`src/rtl/s_proc_pkg.sv`:
```
// Shared constants for the Simple CPU V1 control path: opcodes, sequencer
// state encoding, ALU select codes and address-mux selects.
package s_proc_pkg;

    localparam logic [3:0] OP_NOP   = 4'h0;
    localparam logic [3:0] OP_LOAD  = 4'h1;
    localparam logic [3:0] OP_STORE = 4'h2;
    localparam logic [3:0] OP_ADD   = 4'h3;
    localparam logic [3:0] OP_SUB   = 4'h4;
    localparam logic [3:0] OP_AND   = 4'h5;
    localparam logic [3:0] OP_JMP   = 4'h6;
    localparam logic [3:0] OP_JZ    = 4'h7;
    localparam logic [3:0] OP_HALT  = 4'hF;

    localparam logic [2:0] ST_IDLE     = 3'd0;
    localparam logic [2:0] ST_FETCH    = 3'd1;
    localparam logic [2:0] ST_DECODE   = 3'd2;
    localparam logic [2:0] ST_EXEC_MEM = 3'd3;
    localparam logic [2:0] ST_HALT     = 3'd4;

    localparam logic [1:0] ALU_PASS = 2'b00;
    localparam logic [1:0] ALU_ADD  = 2'b01;
    localparam logic [1:0] ALU_SUB  = 2'b10;
    localparam logic [1:0] ALU_AND  = 2'b11;

    localparam logic ADDR_PC  = 1'b0;
    localparam logic ADDR_OPR = 1'b1;

endpackage

```
`src/rtl/ctrl_dec.sv`:
```
// Combinational opcode classifier for the instruction sequencer.
module ctrl_dec
    import s_proc_pkg::*;
#(
    parameter int OP_W = 4
) (
    input  logic [OP_W-1:0] ir_op,
    output logic            is_mem,
    output logic            is_store,
    output logic            is_jmp,
    output logic            is_jz,
    output logic            is_halt,
    output logic            is_illegal,
    output logic [1:0]      alu_op
);

    // Classify the opcode; anything not listed is illegal.
    always_comb begin
        is_mem     = 1'b0;
        is_store   = 1'b0;
        is_jmp     = 1'b0;
        is_jz      = 1'b0;
        is_halt    = 1'b0;
        is_illegal = 1'b0;
        alu_op     = ALU_PASS;
        case (ir_op)
            OP_W'(OP_NOP):   is_mem = 1'b0;
            OP_W'(OP_LOAD):  is_mem = 1'b1;
            OP_W'(OP_STORE): begin
                is_mem   = 1'b1;
                is_store = 1'b1;
            end
            OP_W'(OP_ADD): begin
                is_mem = 1'b1;
                alu_op = ALU_ADD;
            end
            OP_W'(OP_SUB): begin
                is_mem = 1'b1;
                alu_op = ALU_SUB;
            end
            OP_W'(OP_AND): begin
                is_mem = 1'b1;
                alu_op = ALU_AND;
            end
            OP_W'(OP_JMP):   is_jmp  = 1'b1;
            OP_W'(OP_JZ):    is_jz   = 1'b1;
            OP_W'(OP_HALT):  is_halt = 1'b1;
            default:         is_illegal = 1'b1;
        endcase
    end

endmodule

```
`src/rtl/ctrl_seq.sv`:
```
// Instruction-sequencing FSM and retired-instruction counter for Simple CPU V1.
// Build option CTRL_SEQ_ILLEGAL_TRAP_EN: illegal opcodes halt and set a sticky flag.
module ctrl_seq
    import s_proc_pkg::*;
#(
    parameter int OP_W  = 4,
    parameter int CNT_W = 16
) (
    input  logic             clk,
    input  logic             clr,
    input  logic             run,
    input  logic             mem_ack,
    input  logic [OP_W-1:0]  ir_op,
    input  logic             zero,
    output logic             mem_req,
    output logic             mem_we,
    output logic             addr_sel,
    output logic             en_ir,
    output logic             en_pc,
    output logic             ld_pc,
    output logic             en_acc,
    output logic [1:0]       alu_op,
    output logic             halted,
    output logic [CNT_W-1:0] instr_cnt
`ifdef CTRL_SEQ_ILLEGAL_TRAP_EN
    ,
    output logic             illegal
`endif
);

    logic [2:0]       state_r;
    logic [2:0]       state_nxt_s;
    logic [CNT_W-1:0] cnt_r;
    logic             retire_s;
    logic             is_mem_s;
    logic             is_store_s;
    logic             is_jmp_s;
    logic             is_jz_s;
    logic             is_halt_s;
    logic             is_illegal_s;
    logic [1:0]       dec_alu_s;
`ifdef CTRL_SEQ_ILLEGAL_TRAP_EN
    logic             trap_s;
    logic             illegal_r;
`endif

    ctrl_dec #(
        .OP_W(OP_W)
    ) u_dec (
        .ir_op      (ir_op),
        .is_mem     (is_mem_s),
        .is_store   (is_store_s),
        .is_jmp     (is_jmp_s),
        .is_jz      (is_jz_s),
        .is_halt    (is_halt_s),
        .is_illegal (is_illegal_s),
        .alu_op     (dec_alu_s)
    );

    // Next-state and Mealy output decode; IR stays stable through EXEC_MEM.
    always_comb begin
        state_nxt_s = state_r;
        retire_s    = 1'b0;
        mem_req     = 1'b0;
        mem_we      = 1'b0;
        addr_sel    = ADDR_PC;
        en_ir       = 1'b0;
        en_pc       = 1'b0;
        ld_pc       = 1'b0;
        en_acc      = 1'b0;
        alu_op      = ALU_PASS;
        halted      = 1'b0;
`ifdef CTRL_SEQ_ILLEGAL_TRAP_EN
        trap_s      = 1'b0;
`endif
        case (state_r)
            ST_IDLE: begin
                if (run) begin
                    state_nxt_s = ST_FETCH;
                end else begin
                    state_nxt_s = ST_IDLE;
                end
            end
            ST_FETCH: begin
                mem_req  = 1'b1;
                addr_sel = ADDR_PC;
                if (mem_ack) begin
                    en_ir       = 1'b1;
                    en_pc       = 1'b1;
                    state_nxt_s = ST_DECODE;
                end else begin
                    state_nxt_s = ST_FETCH;
                end
            end
            ST_DECODE: begin
                if (is_mem_s) begin
                    state_nxt_s = ST_EXEC_MEM;
                end else if (is_halt_s) begin
                    retire_s    = 1'b1;
                    state_nxt_s = ST_HALT;
                end else if (is_illegal_s) begin
`ifdef CTRL_SEQ_ILLEGAL_TRAP_EN
                    trap_s      = 1'b1;
                    state_nxt_s = ST_HALT;
`else
                    retire_s    = 1'b1;
                    state_nxt_s = ST_FETCH;
`endif
                end else begin
                    ld_pc       = is_jmp_s | (is_jz_s & zero);
                    retire_s    = 1'b1;
                    state_nxt_s = ST_FETCH;
                end
            end
            ST_EXEC_MEM: begin
                mem_req  = 1'b1;
                addr_sel = ADDR_OPR;
                mem_we   = is_store_s;
                alu_op   = dec_alu_s;
                if (mem_ack) begin
                    en_acc      = ~is_store_s;
                    retire_s    = 1'b1;
                    state_nxt_s = ST_FETCH;
                end else begin
                    state_nxt_s = ST_EXEC_MEM;
                end
            end
            ST_HALT: begin
                halted      = 1'b1;
                state_nxt_s = ST_HALT;
            end
            default: begin
                state_nxt_s = ST_IDLE;
            end
        endcase
    end

    // State, counter and trap-flag registers; clr aborts everything.
    always_ff @(posedge clk) begin
        if (clr) begin
            state_r   <= ST_IDLE;
            cnt_r     <= {CNT_W{1'b0}};
`ifdef CTRL_SEQ_ILLEGAL_TRAP_EN
            illegal_r <= 1'b0;
`endif
        end else begin
            state_r <= state_nxt_s;
            if (retire_s) begin
                cnt_r <= cnt_r + CNT_W'(1);
            end else begin
                cnt_r <= cnt_r;
            end
`ifdef CTRL_SEQ_ILLEGAL_TRAP_EN
            illegal_r <= illegal_r | trap_s;
`endif
        end
    end

    assign instr_cnt = cnt_r;
`ifdef CTRL_SEQ_ILLEGAL_TRAP_EN
    assign illegal   = illegal_r;
`endif

endmodule
```
`config.mk`:
```
export PLATFORM = sky130hd
export DESIGN_NAME = ctrl_seq
export DESIGN_NICKNAME = d
export VERILOG_FILES = /design/src/rtl/s_proc_pkg.sv /design/src/rtl/ctrl_dec.sv /design/src/rtl/ctrl_seq.sv
export SDC_FILE = /design/constraint.sdc
export NUM_CORES = 1
export LEC_CHECK = 0
export BUFFER_PORTS_ARGS = -buffer_cell sky130_fd_sc_hd__clkbuf_2
export CAP_MARGIN = 20
export CORE_MARGIN = 4
export CORE_UTILIZATION = 53
export DETAILED_ROUTE_END_ITERATION = 8
export HOLD_SLACK_MARGIN = 0.12
export PLACE_DENSITY = 0.85
export SYNTH_ARGS = -nofsm -noshare
export SYNTH_HDL_FRONTEND = slang
export SYNTH_SLANG_ARGS = --single-unit
```
`constraint.sdc`:
```
create_clock -name clk -period 4.7 [get_ports clk]
set_clock_uncertainty 0.05 [all_clocks]
set_input_delay 0.94 -clock clk [delete_from_list [all_inputs] [get_ports clk]]
set_output_delay 0.94 -clock clk [all_outputs]
set_load 0.01 [all_outputs]
```
* Word level (Yosys, flattened, before mapping)
Cells that the tools add are included.
** Operators by class
- $add $sub $neg :: 1
- Eq/ne operators :: 12
- Mux-type cells :: 27
- Bitwise logic cells :: 3
- Reductions and logical operators :: 5
** Operators by type and width (number)
- 1-bit two-way mux :: 19
- 16-bit by 1-bit adder with 16-bit output (second input constant) :: 1
- 4-bit by 3-bit == test with 1-bit output (second input constant) :: 4
- 3-bit case mux with 5 select lines :: 1
- 9-bit OR reduction :: 1
- 4-bit by 2-bit == test with 1-bit output (second input constant) :: 2
- 3-bit by 2-bit == test with 1-bit output (second input constant) :: 2
- 2-bit two-way mux :: 3
- 3-bit two-way mux :: 2
- 2-bit case mux with 3 select lines :: 1
- 5-bit OR reduction :: 1
- 4-bit by 1-bit == test with 1-bit output (second input constant) :: 1
- 4-bit == test (second input constant) :: 1
- 4-bit zero test :: 1
- 3-bit by 1-bit == test with 1-bit output (second input constant) :: 1
- 3-bit == test (second input constant) :: 1
- 3-bit zero test :: 1
- 1-bit case mux with 2 select lines :: 1
- 2-bit OR reduction :: 1
- 1-bit bitwise AND :: 1
- 1-bit NOT :: 1
- 1-bit OR :: 1
** Word-level totals
- Flip-flop bits (word level) :: 19
- Bits of input ports :: 9
- Output and inout port bits :: 26
- Word-level logic and storage cells :: 50

* Depth between registers and ports, before layout
- Depth after elaboration :: 8
- Gate-level depth with buffers :: 7
- Gate-level depth less buffers :: 4

* Modules after synthesis
From an unflattened synthesis, not the netlist that was laid out.
** Unflattened totals
- Cell total of the unflattened synthesis :: 138
- Area total of the unflattened synthesis :: 1194.9 um2
** By module, submodules not included
- ctrl_seq :: times used 1, cells each 123, area an instance 1116.1 um2, seq. area each 380.4 um2
- ctrl_dec :: times used 1, cells each 15, area an instance 78.8 um2, seq. area each 0.0 um2

* Worst setup path after synthesis
OpenSTA, ideal clock, no wires.
- Kind :: input port to output port
- Start :: input port ir_op[1]
- End :: output port ld_pc
- Arrival :: 1.718 ns
- Data required time :: 3.710 ns
- Path slack :: 1.992 ns
- Cell stages on the path :: 4
- Path through :: buf_6 nand3_1 or4_1 nor2_1
** Between the ends
- Cells in the longest elaborated chain, start to end :: 8
** Ends and longest elaborated chain
- from (decl) :: line ctrl_seq.sv:13 : input logic [OP_W-1:0] ir_op,
- 4-bit by 3-bit == test with 1-bit output :: line ctrl_dec.sv:26 : case (ir_op)
- 1-bit two-way mux :: line ctrl_dec.sv:26
- 1-bit bitwise AND :: line ctrl_seq.sv:110 : ld_pc = is_jmp_s | (is_jz_s & zero);
- 1-bit OR :: line ctrl_seq.sv:110
- 1-bit two-way mux :: line ctrl_seq.sv:101 : end else if (is_illegal_s) begin
- 1-bit two-way mux :: line ctrl_seq.sv:98 : end else if (is_halt_s) begin
- 1-bit two-way mux * :: line ctrl_seq.sv:96 : if (is_mem_s) begin
- 1-bit two-way mux * :: line ctrl_seq.sv:76 : case (state_r)
- to (decl) :: line ctrl_seq.sv:20 : output logic ld_pc,
Mark *: on every way between the ends. The rest lies on a longest branch, timed or not.

* Worst setup path in the final report
Ends and elaborated chain as after synthesis.

==> flow_metrics.py <==
metrics = {
    "floorplanning": {
        "dieArea_um2": 2768,
        "initial_core_util_pct": 58.54,
        "ios": 35,
        "core_um2": 1802,
        "core.rowCount": 15,
        "die_w_um": 52.61,
        "die_height_um": 52.61,
    },
    "status": {
        "status": "completed",
    },
    "sta": {
        "report.final.slew_viol_count": 0,
        "tightest_slew_ps": 436.5,
        "hold_violations": 0,
        "setup-tns-final_ps": 0,
        "period_minus_slack_ps": 2892,
        "rsz0062_at_grt": "false",
        "max_freq_mhz": 345.8,
        "min_period_over_period_pct": 61.52,
        "setup_violations": 0,
        "fin_ws_ps": 1808,
        "max_slew_margin_pct": 70.90,
        "holdWs_ps": 448.3,
    },
    "critical_path": {
        "path_class": "input port to output pin",
        "startpoint_type": "input port",
        "critPathCaptureType": "output pin",
        "required_ps": 3710,
        "crit_fanout": 7,
        "cp.arrival_ps": 1900,
    },
    "clocking": {
        "cts-root-buf": "clkbuf_4",
        "clockBufferDepth": 2,
        "cts_tree": "yes",
        "cts.sinks": 19,
        "htreeDepth": 1,
        "clock_latency_ps": 300,
        "path_clk_slew_ps": 110,
        "cts_hold_buf": 0,
        "post_cts_buffers": 0,
        "cts_resized": 0,
        "cts-buffers-inserted": 3,
    },
    "place": {
        "placed_cells": 179,
        "portBuffers": 34,
        "dp_hpwl_um": 1765,
        "dp_slack_ps": 1755,
        "place_congestion": 0.8783,
    },
    "global_routing": {
        "grt_use_total_pct": 18.55,
        "grt_pass1_vias": 959,
        "antenna_found_initial": 0,
        "grt_first_pass_wirelength_um": 4015,
        "grt_max_degree": 31,
        "grt-ovfl-total": 0,
    },
    "final_layout": {
        "stdcell_count": 184,
        "nets": 170,
        "antennaDiodeCount": 0,
        "layout-drive-gt1-share_pct": 26.42,
        "final_util_pct": 69.38,
        "area_delta_synth_final_pct": 18.51,
    },
    "drt": {
        "wl_per_cell_um": 13.00,
        "route.vias.total": 1094,
        "viasPerCell": 5.946,
        "drc": 0,
        "drtIter0Drc": 24,
        "final_antenna_net_count": 0,
        "first_pass_iters": 4,
        "drt_wl_total_um": 2392,
    },
    "power_and_ir_drop": {
        "p_clk_share_pct": 30.0,
        "seq_power_share_pct": 59.9,
        "combPwrFrac_pct": 10.1,
        "p_switching_mw": 0.07128,
        "ir_worst_vdd_uv": 172.1,
        "p_leak_nw": 0.4976,
        "cellPowerDensity_nw_per_um2": 221.6,
        "internal_power_mw": 0.2057,
        "switching_share_pct": 25.74,
    },
    "yosys": {
        "syn_inst": 129,
        "synth_cell_types": 33,
        "syn_area_per_cell_um2": 8.176,
        "syn_area_um2": 1055,
        "synth_edf_count": 0,
        "synth_top_flop_cell": "dfxtp_1",
        "ys_warn_count": 0,
        "ys_seq_elements": 19,
        "synth_nets": 139,
        "synth.yosys.seq_area_share_pct": 36.06,
        "synthArstFlopShare_pct": 0,
    },
    "hold_path": {
        "hold_path.class": "flop to flop",
    },
    "run": {
        "drv_cap": 0,
    },
}
==> flip-flops by register name, summed over array words and instances, names as in the netlist <==
| signal | cells |
|---|---|
| instr_cnt | 16 |
| state_r | 3 |
==> through the flow <==
step	power [mW]	cell area, µm²
5_1_grt	0.2916	1250
3_3_place_gp	0.1957	1207
4_1_cts	0.2798	1235
6_report	0.2770	1250
3_5_place_dp	0.1967	1207
2_1_floorplan	0.1885	1055
==> cells in the final DEF (no fill, tap or decap), drive strengths merged, types with 2 or more instances in the layout <==
master / count
and3: 4
nand2: 7
o31ai: 11
o21ai: 5
nor2b: 2
xor2: 3
or4: 11
a21oi: 15
dfxtp: 19
and4: 2
nor2: 5
nor3: 5
or3: 4
inv: 7
nand4: 3
nand3: 7
clkbuf: 37
==> worst max-delay path: stages <==
cell,delay (ps)
clkbuf_2,180
nand3_1,130
or4_1,410
nor2_1,100
clkbuf_2,140
==> kinds of logic after synthesis <==
logic type	after synthesis	synth area share, %
adders and majority gates	1	1.186
muxes	1	0.9490
and+or+nand+nor	53	30.37
xor gates and xnor gates	3	2.492
DFF	19	36.06
buffers and inverters	16	7.117
AOI/OAI and AO/OA	36	21.83
==> layer usage <==
metal	part of all wire, %	GRT usage (%)
met3	4.0	3.134
met2	48	30.99
met1	47	24.06
met4	1.0	5.532
met5	0	0
==> power groups by stage <==
stage	logic, mW	clock network [mW]	registers (mW)
after floorplan	0.0212	0	0.167
after global placement	0.0262	0	0.169
after detailed placement	0.0270	0	0.170
after CTS	0.0271	0.0867	0.166
after global routing	0.0315	0.0934	0.167
final	0.0279	0.0831	0.166
==> synth_stat cells, types with 2 or more instances <==
master / n / share of area [%]
inv_1: 7 / 2.5
o31ai_1: 11 / 7.8
and3_1: 4 / 2.4
xor2_1: 3 / 2.5
buf_2: 2 / 0.95
and4_1: 2 / 1.7
dfxtp_1: 19 / 36
nand4_1: 3 / 1.8
a21oi_1: 15 / 7.1
or4_1: 11 / 7.8
nor2b_1: 2 / 1.2
nand3_1: 7 / 3.3
nor2_1: 5 / 1.8
or3_1: 4 / 2.4
o21ai_0: 5 / 2.4
nand2_1: 7 / 2.5
nor3_1: 4 / 1.9
clkbuf_1: 3 / 1.1
==> cell type report <==
class,count,area (µm²)
Fill cell,171,551.8
Sequential cell,19,380.4
Timing Repair Buffer,35,185.2
Tap cell,25,31.28
Multi-Input combinational cell,94,599.3
Clock inverter,1,5.005
Clock buffer,3,22.52
Inverter,7,26.28
==> worst paths after layout <==
path                            slack [ps]  cells past startpoint             to           from
worst max register to register        2770                      5   instr_cnt[8]     state_r[0]
worst max-delay path                  1810                      5          ld_pc       ir_op[1]
worst min-delay path                   450                      2  instr_cnt[11]  instr_cnt[11]
worst min register to register         450                      2  instr_cnt[11]  instr_cnt[11]
No activity file was read; power rests on OpenSTA's default activity.
